<file path="config.mk">
export PLATFORM = sky130hd
export DESIGN_NAME = alu_seq
export DESIGN_NICKNAME = d
export VERILOG_FILES = /design/src/rtl/alu_seq.sv
export SDC_FILE = /design/constraint.sdc
export NUM_CORES = 1
export LEC_CHECK = 0
export ABC_AREA = 1
export CORE_MARGIN = 5
export CORE_UTILIZATION = 54
export CTS_CLUSTER_SIZE = 14
export DETAILED_ROUTE_END_ITERATION = 16
export GPL_ROUTABILITY_DRIVEN = 0
export PLACE_DENSITY = 0.85
export SLEW_MARGIN = 20
export SYNTH_ARGS = -nofsm -noshare
export SYNTH_HDL_FRONTEND = slang
export SYNTH_SLANG_ARGS = --single-unit
</file>
<file path="constraint.sdc">
create_clock -name CLK -period 1.1 [get_ports CLK]
set_input_delay 0.165 -clock CLK [delete_from_list [all_inputs] [get_ports CLK]]
set_output_delay 0.165 -clock CLK [all_outputs]
set_load 0.05 [all_outputs]
</file>
<file path="src/rtl/alu_seq.sv">
// RV32I ALU with an iterative RV32M multiply/divide unit and a START/BUSY/DONE handshake.
// Define ALU_MULDIV_EN to build the M-extension datapath; otherwise every M code returns 0 in one cycle.
module alu_seq #(
  parameter int WIDTH = 32
) (
  input  logic             CLK,
  input  logic             RST_N,
  input  logic             START,
  input  logic [4:0]       ALU_FUN,
  input  logic [WIDTH-1:0] A,
  input  logic [WIDTH-1:0] B,
  output logic             BUSY,
  output logic             DONE,
  output logic [WIDTH-1:0] ALU_OUT
);

  localparam int SHW = $clog2(WIDTH);

  typedef enum logic [1:0] {
    S_IDLE = 2'd0,
    S_MUL  = 2'd1,
    S_DIV  = 2'd2,
    S_FIN  = 2'd3
  } state_t;

  state_t           state_q, state_d;
  logic [WIDTH-1:0] out_q, out_d;
  logic             accept;

  assign BUSY    = (state_q == S_MUL) || (state_q == S_DIV);
  assign DONE    = (state_q == S_FIN);
  assign ALU_OUT = out_q;
  // FIN is not busy, so a new request is taken in the DONE cycle without a bubble.
  assign accept  = START && !BUSY;

  function automatic logic [WIDTH-1:0] base_alu(input logic [3:0]       fun,
                                                input logic [WIDTH-1:0] a,
                                                input logic [WIDTH-1:0] b);
    logic [WIDTH-1:0] r;
    logic [SHW-1:0]   sh;
    sh = b[SHW-1:0];
    case (fun)
      4'b0000: r = a + b;
      4'b1000: r = a - b;
      4'b0110: r = a | b;
      4'b0111: r = a & b;
      4'b0100: r = a ^ b;
      4'b0101: r = a >> sh;
      4'b0001: r = a << sh;
      4'b1101: r = $unsigned($signed(a) >>> sh);
      4'b0010: r = {{(WIDTH-1){1'b0}}, ($signed(a) < $signed(b))};
      4'b0011: r = {{(WIDTH-1){1'b0}}, (a < b)};
      4'b1001: r = a;
      default: r = '0;
    endcase
    return r;
  endfunction

`ifdef ALU_MULDIV_EN
  localparam logic [WIDTH-1:0] MIN_VAL = {1'b1, {(WIDTH-1){1'b0}}};

  // acc holds {hi, lo} of the product, or {remainder, quotient} while dividing.
  logic [2*WIDTH-1:0] acc_q, acc_d;
  logic [WIDTH-1:0]   opn_q, opn_d;
  logic [1:0]         mop_q, mop_d;
  logic               sa_q, sa_d, sb_q, sb_d;
  logic [SHW-1:0]     cnt_q, cnt_d;

  logic               is_div, sgn_a, sgn_b, neg_a, neg_b, div_special;
  logic [WIDTH-1:0]   mag_a, mag_b, special_res;

  assign is_div = ALU_FUN[2];
  assign sgn_a  = is_div ? !ALU_FUN[0] : (ALU_FUN[1:0] != 2'b11);
  assign sgn_b  = is_div ? !ALU_FUN[0] : !ALU_FUN[1];
  assign neg_a  = sgn_a && A[WIDTH-1];
  assign neg_b  = sgn_b && B[WIDTH-1];
  assign mag_a  = neg_a ? -A : A;
  assign mag_b  = neg_b ? -B : B;

  assign div_special = is_div &&
                       ((B == '0) || (!ALU_FUN[0] && (A == MIN_VAL) && (B == '1)));
  assign special_res = (B == '0) ? (ALU_FUN[1] ? A : '1)
                                 : (ALU_FUN[1] ? '0 : MIN_VAL);

  logic [WIDTH:0]     mul_sum, div_shift, div_diff;
  logic [2*WIDTH-1:0] mul_next, div_next, mul_prod;
  logic [WIDTH-1:0]   mul_res, div_res, quo, rem;

  always_comb begin
    mul_sum   = {1'b0, acc_q[2*WIDTH-1:WIDTH]} + (acc_q[0] ? {1'b0, opn_q} : '0);
    mul_next  = {mul_sum, acc_q[WIDTH-1:1]};
    div_shift = {acc_q[2*WIDTH-1:WIDTH], acc_q[WIDTH-1]};
    div_diff  = div_shift - {1'b0, opn_q};
    // A borrow out of the trial subtraction means the divisor did not fit: restore.
    div_next  = div_diff[WIDTH] ? {div_shift[WIDTH-1:0], acc_q[WIDTH-2:0], 1'b0}
                                : {div_diff[WIDTH-1:0],  acc_q[WIDTH-2:0], 1'b1};
    mul_prod  = (sa_q ^ sb_q) ? -mul_next : mul_next;
    mul_res   = (mop_q == 2'b00) ? mul_prod[WIDTH-1:0] : mul_prod[2*WIDTH-1:WIDTH];
    quo       = div_next[WIDTH-1:0];
    rem       = div_next[2*WIDTH-1:WIDTH];
    div_res   = mop_q[1] ? (sa_q ? -rem : rem) : ((sa_q ^ sb_q) ? -quo : quo);
  end
`endif

  // NOTE: every always_comb output gets a default first, so no path can infer a latch.
  always_comb begin
    state_d = state_q;
    out_d   = out_q;
`ifdef ALU_MULDIV_EN
    acc_d   = acc_q;
    opn_d   = opn_q;
    mop_d   = mop_q;
    sa_d    = sa_q;
    sb_d    = sb_q;
    cnt_d   = cnt_q;
`endif
    if (BUSY) begin
`ifdef ALU_MULDIV_EN
      cnt_d = cnt_q + 1'b1;
      acc_d = (state_q == S_MUL) ? mul_next : div_next;
      if (&cnt_q) begin
        state_d = S_FIN;
        out_d   = (state_q == S_MUL) ? mul_res : div_res;
      end
`endif
    end else if (accept) begin
      state_d = S_FIN;
      if (!ALU_FUN[4]) begin
        out_d = base_alu(ALU_FUN[3:0], A, B);
      end else begin
`ifdef ALU_MULDIV_EN
        if (div_special) begin
          out_d = special_res;
        end else begin
          state_d = is_div ? S_DIV : S_MUL;
          acc_d   = {{WIDTH{1'b0}}, (is_div ? mag_a : mag_b)};
          opn_d   = is_div ? mag_b : mag_a;
          mop_d   = ALU_FUN[1:0];
          sa_d    = neg_a;
          sb_d    = neg_b;
          cnt_d   = '0;
        end
`else
        out_d = '0;
`endif
      end
    end else begin
      state_d = S_IDLE;
    end
  end

  // NOTE: sequential state uses non-blocking assignments so all flops update from pre-edge values.
  always_ff @(posedge CLK or negedge RST_N) begin
    if (!RST_N) begin
      state_q <= S_IDLE;
      out_q   <= '0;
`ifdef ALU_MULDIV_EN
      acc_q   <= '0;
      opn_q   <= '0;
      mop_q   <= '0;
      sa_q    <= 1'b0;
      sb_q    <= 1'b0;
      cnt_q   <= '0;
`endif
    end else begin
      state_q <= state_d;
      out_q   <= out_d;
`ifdef ALU_MULDIV_EN
      acc_q   <= acc_d;
      opn_q   <= opn_d;
      mop_q   <= mop_d;
      sa_q    <= sa_d;
      sb_q    <= sb_d;
      cnt_q   <= cnt_d;
`endif
    end
  end

endmodule
</file>
==> results of run 1 <==
[metal layers]
metal / overflow / track usage (%)
met4: 91 / 80.2
met1: 4 / 78.6
met2: 97 / 92.0
met5: 0 / 48.4
met3: 6 / 68.3
[logic make-up after synthesis]
kind of cell / Yosys count
flip-flops: 33
buffers and inverters: 385
adder cells (fa/ha/maj): 106
AO/OA/AOI/OAI: 214
other: 1
XOR/XNOR: 2
AND/OR/NAND/NOR: 1540
[what timing repair did]
item,CTS
gates cloned,3
gates resized for setup,866
pin swaps,198
endpoints found under the setup margin,32
setup buffers,64
[metrics by stage]
stage	instances	hold WS [ps]	TNS, ps
floorplan	2281	-131	-24340
global placement	2930	520	-47770
detailed placement	2930	521	-50760
CTS	3004	262	-20200
==> impl_metrics.toml, run 1 <==
[synthesis]
synth_area_leaders = "nand2_1, nand3_1, ha_1"
avgSynthCellArea_um2 = 5.05
synth_top_area_share_pct = 28.4
syn-instance-count = 2281
synthAdderAreaFrac_pct = 11.6
yosysSeqAreaShare_pct = 7.17
synth_area_um2 = 11500
synth_xor_area_share_pct = 0.152
synthFlopType = "dfrtp_1"
synth_most_common_cell = "nand2_1"
synth_seq_cells = 33
yosysUniqueCellTypes = 46
ys_warn_count = 0
synth_mux_area_share_pct = 0
async_flop_share_pct = 100
synth_top_family_by_area = "simple AND/OR/NAND/NOR gates"
synth_edf_count = 0
netlist_top_cells_count = "nand2_1, nand3_1, inv_1"
synth-compound-area-share_pct = 10.7
synthSimpleGateAreaFrac_pct = 56.4
synth_nets = 2459
synth_top_cell_by_area = "nand2_1"

[status]
firstError = "[ERROR GRT-0116] Global routing finished with congestion. Check the congestion regions in the DRC Viewer."
lastStage = "global routing"
outcome = "did not finish"

[clock_network]
cts-root-buf = "clkbuf_16"
cts_inserted_buffers = 5
clock_path_buffers = 2
htreeDepth = 2
clock_sinks = 33
hold_buffers = 0

[place]
place_ws_ps = -1750
place_hpwl_um = 46900
port_buffers = 104
place_area_um2 = 15800

[grt]
grt_pass1_wl_um = 151000
grt_use_total_pct = 79.6
grt-ovfl-total = 198
grt_pass1_vias = 24849
grt_max_degree = 39

[floorplan]
initial_utilization_pct = 54.8
die_w_um = 156
die_h_um = 156
io_pins = 106
rows = 53
==> inputs of run 2 (changes only) <==
Settings changed: CORE_UTILIZATION 54 to 39, CTS_CLUSTER_SIZE 14 to default, PLACE_DENSITY 0.85 to default, PLACE_DENSITY_LB_ADDON from default to 0.15.
==> run 2 against run 1 <==
  * The flow now finishes, with violations (negative setup slack)
  * Synthesized cell count stayed put
  * Area after synthesis unchanged
==> impl_metrics.toml, run 2 <==
[floorplan]
core-area_um2 = 29400
die_h_um = 182
rows = 63
initial_utilization_pct = 39.2
dieArea_um2 = 33100
io_pins = 106
die_w_um = 182

[worst_setup_path]
critPathLaunch = "B[3]"
cp.arrival_ps = 2100
required_ps = 1280
worst_setup_path_start_kind = "primary input"
crit_path_end_kind = "flip-flop"
crit_fanout = 6
critPathKind = "in -> reg"
r2r-start = "ALU_OUT[18]"

[synthesis]
async_flop_share_pct = 100
synthFlopType = "dfrtp_1"
synth_seq_cells = 33
netlist_top_cells_count = "nand2_1, nand3_1, inv_1"
synth_top_cell_by_area = "nand2_1"
synth_area_um2 = 11500
avgSynthCellArea_um2 = 5.05
ys_warn_count = 0
synth_most_common_cell = "nand2_1"
synth_edf_count = 0
yosysUniqueCellTypes = 46
synth_top_area_share_pct = 28.4
syn-instance-count = 2281
synth_area_leaders = "nand2_1, nand3_1, ha_1"
synth_nets = 2459
yosysSeqAreaShare_pct = 7.17

[clock_network]
hold_buffers = 0
cts_tree = "yes"
clock_sinks = 33
clock_path_buffers = 2
cts_inserted_buffers = 5
path_clk_slew_ps = 60
worstSkewPairLatency_ps = 290
cts-root-buf = "clkbuf_16"
htreeDepth = 2

[hold_path]
hp-class = "in -> async"

[sta]
rsz0062_at_grt = "yes"
final_max_slew_viol_count = 0
hold_ws_ps = 249
clock.fmax_ghz = 0.521
fin_worst_skew_ps = 0
setup_tns_ps = -23560
tightest_slew_ps = 629
fin_ws_ps = -818
post-route-period-util_pct = 174
slew_headroom_pct = 57.8
finalCriticalPeriod_ps = 1920
hold_violations = 0
setup_viol_count_final = 34

[power_and_ir_drop]
intPower_mw = 6.67
switching_share_pct = 50.2
ir_drop_uv = 761
power_frac_comb_pct = 75.9
pwr_density_cell_nw_per_um2 = 669
p_sw_mw = 6.72
power_frac_seq_pct = 10.6
power.leakage_nw = 10.5
p_total_mw = 13.4
p_clk_share_pct = 13.5

[grt]
grt_use_total_pct = 38.1
grt_max_degree = 54
antenna_found_initial = 0
grt-ovfl-total = 0
grt_pass1_vias = 17930
grt_pass1_wl_um = 99500

[status]
outcome = "finished with violations"
failed_checks = "negative setup slack"

[finish]
final_common_cell = "nand2_1"
finalNonFillerCells = 3226
fin_nets = 3013
fillCellCount = 2411
multi_input_area_um2 = 11600
final_area_um2 = 20000
seqCellArea_um2 = 832
antenna_cells = 0
largest_reg_flops = 32
layout_common_cells = "nand2_1, buf_4, nand3_1, inv_1"
fin_util_pct = 68.1
drive_gt1_share_pct = 42.4
area_growth_pct = 73.8

[routing]
final_antenna_net_count = 0
routed_wl_um = 68300
vias = 18834
wl_per_cell_um = 21.2
drtPass1Iterations = 7
dr.first_iter.drc_count = 2724
avgViaCountPerCell = 5.84
drc_errors = 0

[place]
place_ws_ps = -1800
place_hpwl_um = 50500
place_area_um2 = 16600
port_buffers = 104
dpl.cell_count = 3143

[run]
cap_violations = 0
run 2: cell counts after synthesis:
No cell type changed its count.
run 2: cells by family after synthesis:
logic type	count (synthesis)	synth area share, %
DFF	33	7.17
xor gates and xnor gates	2	0.152
and+or+nand+nor	1540	56.4
adders and majority gates	106	11.6
AOI/OAI and AO/OA	214	10.7
other	1	0.0326
buffers and inverters	385	13.8
run 2: layer usage:
metal / wire, um / global-route usage, % / up-vias
met5: 0 / 0 / -
met4: 6360 / 24.3 / 0
met3: 7850 / 6.31 / 439
met2: 29100 / 60.5 / 1407
met1: 25000 / 47.9 / 8562
li1: - / - / 8426
run 2: layout make-up:
type / instances / area share (%)
multi-input cells: 1864 / 57.9
repair buffers: 642 / 28.8
well taps: 390 / 2.44
repair inverters: 1 / 0.0813
flip-flops and latches: 33 / 4.16
clock buffers: 7 / 0.713
clock inverters: 1 / 0.150
inverters: 288 / 5.83
run 2: timing repair:
action | in CTS | in global routing
buffers inserted | 58 | 17
pin swaps | 217 | 98
endpoints found under the setup margin | 35 | 35
gates resized for setup | 833 | 173
cloned | 3 | 4
run 2: critical path: stages:
cell and delay (ps):
buf_8 80, clkinvlp_4 200, ha_4 340, nand2_1 130, and2_4 220, nand2_4 60
nand2_4 70, inv_2 50, buf_4 130, nand3_1 60, nand2_1 60, inv_2 60
nand2_2 60, nor2_4 150, nand3_2 120, nand2_1 90, nand2_1 50
run 2: final timing paths:
| kind | slack (ps) | depth (start not counted) | endpoint |
|---|---|---|---|
| worst max-delay path | -820 | 17 | ALU_OUT[8] |
| worst max register to register | 370 | 2 | ALU_OUT[18] |
| max in group asynchronous | 630 | 2 | ALU_OUT[16] |
| worst min-delay path | 250 | 2 | ALU_OUT[29] |
| worst min register to register | 530 | 2 | ALU_OUT[2] |
| min in group CLK | 350 | 1 | state_q[0] |
run 2: power by group through the flow:
stage / Sequential, mW / Clock, mW / Combinational [mW]
final: 1.42 / 1.80 / 10.2
after global routing: 1.43 / 1.85 / 10.6
after CTS: 1.42 / 1.79 / 9.16
after detailed placement: 1.44 / 0 / 7.70
after global placement: 1.44 / 0 / 7.63
after floorplan: 1.68 / 0 / 3.51
Power figures use the tool's default switching activity.
